--- config.mk ---
export PLATFORM = sky130hd
export DESIGN_NAME = rs_chien_search
export DESIGN_NICKNAME = d
export VERILOG_FILES = /design/src/rtl/rs_pkg.sv /design/src/rtl/Alpha_To_Tuple.sv /design/src/rtl/rs_chien_cell.sv /design/src/rtl/rs_chien_search.sv
export SDC_FILE = /design/constraint.sdc
export NUM_CORES = 2
export LEC_CHECK = 0
export CORE_MARGIN = 4
export CORE_UTILIZATION = 57
export DETAILED_ROUTE_END_ITERATION = 7
export PLACE_DENSITY = 0.8
export SKIP_CTS_REPAIR_TIMING = 1
export SYNTH_ARGS = -nofsm -noshare
export SYNTH_HDL_FRONTEND = slang
export SYNTH_SLANG_ARGS = --single-unit
--- constraint.sdc ---
create_clock -name Clk -period 8 [get_ports Clk]
set_input_delay 0.8 -clock Clk [delete_from_list [all_inputs] [get_ports Clk]]
set_output_delay 0.8 -clock Clk [all_outputs]
set_load 0.05 [all_outputs]
--- src/rtl/rs_pkg.sv ---
// Shared constants, FSM encoding and log-domain arithmetic for the RS(204,188)
// Chien search.
package rs_pkg;

  localparam int N     = 204;
  localparam int T     = 8;
  localparam int SHORT = 51;

  localparam logic [7:0] LOG_ZERO = 8'd0;

  // alpha^((SHORT+1)*k) mod 255 for k = 1..T: places term k at byte index 0
  localparam logic [7:0] LOAD_OFF [T] = '{
    8'd52, 8'd104, 8'd156, 8'd208, 8'd5, 8'd57, 8'd109, 8'd161
  };

  localparam logic [1:0] ST_IDLE   = 2'd0;
  localparam logic [1:0] ST_LOAD   = 2'd1;
  localparam logic [1:0] ST_SEARCH = 2'd2;
  localparam logic [1:0] ST_FINISH = 2'd3;

  function automatic logic [7:0] gf_log_mul(input logic [7:0] a, input logic [7:0] b);
    logic [8:0] s;
    s = {1'b0, a} + {1'b0, b};
    if (a == LOG_ZERO || b == LOG_ZERO) return LOG_ZERO;
    if (s > 9'd255) s = s - 9'd255;
    return s[7:0];
  endfunction

endpackage

--- src/rtl/Alpha_To_Tuple.sv ---
// Log-format to polynomial-basis converter (x^8+x^4+x^3+x^2+1).
// Code 0 is the zero element; code 255 is alpha^0 = 8'h01.
module Alpha_To_Tuple (
  input  logic [7:0] alpha_i,
  output logic [7:0] tuple_o
);

  function automatic logic [2047:0] gen_exp();
    logic [7:0]    v;
    logic [2047:0] t;
    t = '0;
    v = 8'h01;
    for (int k = 1; k < 256; k++) begin
      v = {v[6:0], 1'b0} ^ (v[7] ? 8'h1D : 8'h00);
      t[k*8 +: 8] = v;
    end
    return t;
  endfunction

  localparam logic [2047:0] EXP_TBL = gen_exp();

  assign tuple_o = EXP_TBL[{alpha_i, 3'b000} +: 8];

endmodule

--- src/rtl/rs_chien_cell.sv ---
// One Chien term: loads Sigma_k scaled to byte index 0, then steps by alpha^k
// per position; presents the term in tuple form.
module rs_chien_cell
  import rs_pkg::*;
#(
  parameter int K = 1
) (
  input  logic       clk_i,
  input  logic       rst_i,
  input  logic       load_i,
  input  logic       step_i,
  input  logic [7:0] sigma_i,
  output logic [7:0] tuple_o
);

  logic [7:0] term_q, term_d;

  always_comb begin
    term_d = term_q;
    if (load_i)      term_d = gf_log_mul(sigma_i, LOAD_OFF[K-1]);
    else if (step_i) term_d = gf_log_mul(term_q, 8'(K));
  end

  always_ff @(posedge clk_i) begin
    if (rst_i) term_q <= LOG_ZERO;
    else       term_q <= term_d;
  end

  Alpha_To_Tuple u_a2t (
    .alpha_i (term_q),
    .tuple_o (tuple_o)
  );

endmodule

--- src/rtl/rs_chien_search.sv ---
// Chien search for the DVB-T RS(204,188) decoder: one codeword position per
// clock, flags roots of the error locator, then reports root count and failure.
module rs_chien_search
  import rs_pkg::*;
(
  input  logic       Clk,
  input  logic       Reset,
  input  logic       Start,
  input  logic [7:0] Sigma1,
  input  logic [7:0] Sigma2,
  input  logic [7:0] Sigma3,
  input  logic [7:0] Sigma4,
  input  logic [7:0] Sigma5,
  input  logic [7:0] Sigma6,
  input  logic [7:0] Sigma7,
  input  logic [7:0] Sigma8,
  output logic       Busy,
  output logic       Err_Valid,
  output logic       Err_Flag,
  output logic [7:0] Err_Pos,
  output logic       Done,
  output logic [7:0] Err_Count,
  output logic       Fail,
  output logic [1:0] Dbg_State
);

  // Start is a one-cycle request, honoured only in IDLE; there is no
  // backpressure: Err_Valid qualifies Err_Flag/Err_Pos for exactly one cycle.

  logic [1:0] state_q, state_d;
  logic [7:0] sigma_q [T];
  logic [7:0] sigma_d [T];
  logic [7:0] sigma_in [T];
  logic [3:0] deg_q, deg_d, deg_in;
  logic [7:0] pos_q, pos_d;
  logic       busy_q, busy_d;
  logic       valid_q, valid_d;
  logic       flag_q, flag_d;
  logic [7:0] errpos_q, errpos_d;
  logic       done_q, done_d;
  logic [7:0] count_q, count_d;
  logic       fail_q, fail_d;

  logic [7:0] tuple_w [T];
  logic [7:0] sum;
  logic       load_w, step_w;

  assign sigma_in = '{Sigma1, Sigma2, Sigma3, Sigma4, Sigma5, Sigma6, Sigma7, Sigma8};
  assign load_w   = (state_q == ST_LOAD);
  assign step_w   = (state_q == ST_SEARCH);

  for (genvar k = 0; k < T; k++) begin : g_cell
    rs_chien_cell #(.K(k + 1)) u_cell (
      .clk_i   (Clk),
      .rst_i   (Reset),
      .load_i  (load_w),
      .step_i  (step_w),
      .sigma_i (sigma_q[k]),
      .tuple_o (tuple_w[k])
    );
  end

  always_comb begin
    deg_in = 4'd0;
    for (int k = 0; k < T; k++)
      if (sigma_in[k] != LOG_ZERO) deg_in = 4'(k + 1);
  end

  // sigma0 = 1 contributes the constant 8'h01
  always_comb begin
    sum = 8'h01;
    for (int k = 0; k < T; k++) sum = sum ^ tuple_w[k];
  end

  always_comb begin
    state_d  = state_q;
    sigma_d  = sigma_q;
    deg_d    = deg_q;
    pos_d    = pos_q;
    busy_d   = busy_q;
    valid_d  = 1'b0;
    flag_d   = 1'b0;
    errpos_d = errpos_q;
    done_d   = 1'b0;
    count_d  = count_q;
    fail_d   = fail_q;
    case (state_q)
      ST_IDLE: begin
        if (Start) begin
          sigma_d = sigma_in;
          deg_d   = deg_in;
          count_d = 8'd0;
          fail_d  = 1'b0;
          busy_d  = 1'b1;
          state_d = ST_LOAD;
        end
      end
      ST_LOAD: begin
        pos_d   = 8'd0;
        state_d = ST_SEARCH;
      end
      ST_SEARCH: begin
        valid_d  = 1'b1;
        flag_d   = (sum == 8'h00);
        errpos_d = pos_q;
        if (flag_d && count_q != 8'd255) count_d = count_q + 8'd1;
        pos_d = pos_q + 8'd1;
        if (pos_q == 8'(N - 1)) state_d = ST_FINISH;
      end
      default: begin
        done_d  = 1'b1;
        busy_d  = 1'b0;
        fail_d  = (count_q != {4'd0, deg_q});
        state_d = ST_IDLE;
      end
    endcase
  end

  always_ff @(posedge Clk) begin
    if (Reset) begin
      state_q  <= ST_IDLE;
      sigma_q  <= '{default: LOG_ZERO};
      deg_q    <= 4'd0;
      pos_q    <= 8'd0;
      busy_q   <= 1'b0;
      valid_q  <= 1'b0;
      flag_q   <= 1'b0;
      errpos_q <= 8'd0;
      done_q   <= 1'b0;
      count_q  <= 8'd0;
      fail_q   <= 1'b0;
    end else begin
      state_q  <= state_d;
      sigma_q  <= sigma_d;
      deg_q    <= deg_d;
      pos_q    <= pos_d;
      busy_q   <= busy_d;
      valid_q  <= valid_d;
      flag_q   <= flag_d;
      errpos_q <= errpos_d;
      done_q   <= done_d;
      count_q  <= count_d;
      fail_q   <= fail_d;
    end
  end

  assign Busy      = busy_q;
  assign Err_Valid = valid_q;
  assign Err_Flag  = flag_q;
  assign Err_Pos   = errpos_q;
  assign Done      = done_q;
  assign Err_Count = count_q;
  assign Fail      = fail_q;
  assign Dbg_State = state_q;

endmodule

==> flow_metrics.tcl <==
set metrics [dict create \
    outcome "finished with violations" \
    failed_checks "DRC" \
    synth-main-ff-cell "dfxtp_1" \
    drive_gt1_share_pct 6.64 \
    dieArea_sq_um 72400 \
    ys_seq_area_share_pct 8.40 \
    core_area_sq_um 67400 \
    dp_hpwl_mm 112 \
    cts_made_buffers 17 \
    drv_slew 0 \
    clkLatencyLatePin_ns 0.52 \
    dr.first_iter.drc_count 9024 \
    cts.sinks 163 \
    clk_path_buf_depth 2 \
    antenna_cells 0 \
    fin_crit_sh_pct 78.0 \
    reg2reg_slack_ns 1.76 \
    synth-edff-count 0 \
    grt_max_degree 101 \
    endpoint "Err_Count[5]" \
    initial_utilization_pct 57.6 \
    netlist.area_leader.share_pct 8.40 \
    pin_count 90 \
    die_width_microns 269 \
    cts-root-buf "clkbuf_16" \
    cap_violations 0 \
    tns_ns 0 \
    critPathMaxFanout 36 \
    setup_viol 0 \
    mostFrequentLayoutCell "nand2_1" \
    irDropWorstVdd_mv 0.677 \
    final_nets 5681 \
    startpoint "g_cell[7].u_cell.term_q[0]" \
    grt_pass1_vias 41800 \
    final_antenna_net_count 0 \
    r2r-end "Err_Count[5]" \
    overflow 0 \
    grt_usage_pct 43.3 \
    place.port_buffers 89 \
    yosys_warnings 0 \
    layout_common_cells "659 x nand2_1, 470 x a21oi_1, 468 x nor2_1" \
    routed_via_density 7.56 \
    syn2layout_area_growth_pct 0.799 \
    critPathRequiredTime_ns 8.42 \
    die_y_microns 269 \
    drt_wl_total_mm 166 \
    wire_per_inst_microns 26.5 \
    ys_types 103 \
    gp_congestion 1.08 \
    firstDrtPassIters 8 \
    worstReg2RegStart "g_cell[7].u_cell.term_q[0]" \
    setup_ws_ns 1.76 \
    startpoint_type "register" \
    netlist_instances 5791 \
    fill_cells 6580 \
    worstMarginPinSlew_ns 1.18 \
    path_clk_slew_ns 0.09 \
    avgSynthCellArea_sq_um 6.71 \
    fin_crit_ns 6.24 \
    grt_pass1_wl_mm 252 \
    p_leak_nw 13.5 \
    row_count 95 \
    slew_headroom_pct 20.9 \
    synth_area_leaders "dfxtp_1 8.4%, ha_1 8.1%, nand2_1 6.4%, a21oi_1 6.1%, o21ai_0 5.3%" \
    syn-num-nets 6110 \
    route.detailed.drc 7 \
    htreeDepth 4 \
    synth_area_leader_cell "dfxtp_1" \
    reg2reg_depth 16 \
    fin_skew_ns 0.0246 \
    crit_path_end_kind "register" \
    hold_viol 0 \
    critical_path_class "register to register" \
    cts_tree "yes" \
    synth-async-reset-ratio_pct 0 \
    hold_class "register to register" \
    via_count 47200 \
    synth_seq_cells 163 \
    cp.arrival_ns 6.65 \
    antenna_found_initial 3 \
    dp_slack_ns 2.02 \
    powerDensity_nw_per_um2 530 \
    timing.fmax_ghz 0.160 \
    syn_area_sq_um 38800 \
    worstHoldPathCells 2 \
    rsz0062_at_grt "false" \
]
==> flip-flops by register name (all words and copies together) (netlist names) <==
register / flops
Dbg_State: 2
Busy: 1
Err_Flag: 1
deg_q: 4
pos_q: 8
Err_Count: 8
sigma_q: 64
g_cell.u_cell.term_q: 64
Fail: 1
Err_Pos: 8
Err_Valid: 1
Done: 1
==> routing by layer <==
metal | wire length, microns | GRT usage (%) | vias to the layer above
met5 | 38 | 0 | -
met4 | 10800 | 22.2 | 4
met3 | 24400 | 12.9 | 880
met2 | 67100 | 62.5 | 4086
met1 | 63100 | 58.3 | 21500
li1 | - | - | 20800
==> cells in the mapped netlist, types with 47 or more instances <==
| cell type | number |
|---|---|
| o31ai_1 | 51 |
| a311oi_1 | 102 |
| o311ai_0 | 64 |
| a21oi_1 | 470 |
| o211ai_1 | 141 |
| a211oi_1 | 156 |
| nor3_1 | 164 |
| nand2_1 | 660 |
| dfxtp_1 | 163 |
| nand3_1 | 207 |
| and2_1 | 47 |
| mux4_2 | 66 |
| a31oi_1 | 142 |
| buf_4 | 51 |
| nand2b_1 | 183 |
| xor2_1 | 51 |
| o21ai_0 | 412 |
| inv_1 | 120 |
| ha_1 | 252 |
| buf_2 | 207 |
| nor2b_1 | 130 |
| mux2i_1 | 69 |
| clkbuf_1 | 292 |
| xnor2_1 | 124 |
| nor2_1 | 468 |
==> kinds of logic after synthesis <==
group | share of synthesized area, %
fa+ha+maj | 8.17
xor+xnor | 4.43
buf+inv | 9.40
mux | 6.40
compound gates | 36.3
flops | 8.40
simple gates | 26.9
==> power by group <==
| group | internal (mW) | switching [mW] | total, mW |
|---|---|---|---|
| clock network | 0.497 | 0.447 | 0.944 |
| registers | 1.01 | 0.849 | 1.86 |
| logic | 6.42 | 11.5 | 17.9 |
==> through the flow <==
step	power (mW)	cells	hold slack (ns)	util (%)	instance area, sq um
6_report	20.7	6248	0.478	58.1	39100
5_1_grt	21.8	6248	0.502	58.1	39100
4_1_cts	19.9	6248	0.478	58.1	39100
3_5_place_dp	18.8	6216	0.468	57.2	38500
3_3_place_gp	19.0	6216	0.458	57.2	38500
2_1_floorplan	14.5	5791	0.443	-	38800
==> worst min path at each step <==
| stage | endpoint | startpoint | slack, ns |
|---|---|---|---|
| 2_1_floorplan | deg_q[2] | deg_q[2] | 0.44 |
| 3_3_place_gp | deg_q[0] | deg_q[0] | 0.46 |
| 3_5_place_dp | deg_q[0] | deg_q[0] | 0.47 |
| 4_1_cts | deg_q[0] | deg_q[0] | 0.48 |
| 5_1_grt | deg_q[0] | deg_q[0] | 0.50 |
| 6_report | sigma_q[21] | sigma_q[21] | 0.48 |
==> worst max-delay path, cell delays in order, from the launching register on <==
cell and delay (ns):
dfxtp_1 0.31, buf_4 0.38, inv_1 0.33, ha_1 0.62, or2_2 0.41, a311oi_1 0.30, a311oi_1 0.11, o21ai_0 0.24
o221ai_1 0.14, o21ai_0 0.66, xor3_1 0.61, xnor3_1 0.38, nand2_1 0.08, nor4_4 0.74, nand4_2 0.18, or3_1 0.40
a31oi_1 0.22
==> area by class of cell <==
| class | count | area, sq um | share of cell area [%] |
|---|---|---|---|
| Multi-Input combinational cell | 4853 | 31900 | 81.6 |
| Sequential cell | 163 | 3340 | 8.52 |
| Timing Repair Buffer | 186 | 1620 | 4.14 |
| Tap cell | 873 | 1090 | 2.79 |
| Inverter | 141 | 529 | 1.35 |
| Clock buffer | 19 | 464 | 1.19 |
| Clock inverter | 13 | 160 | 0.409 |
(Power assumes the default switching activity.)
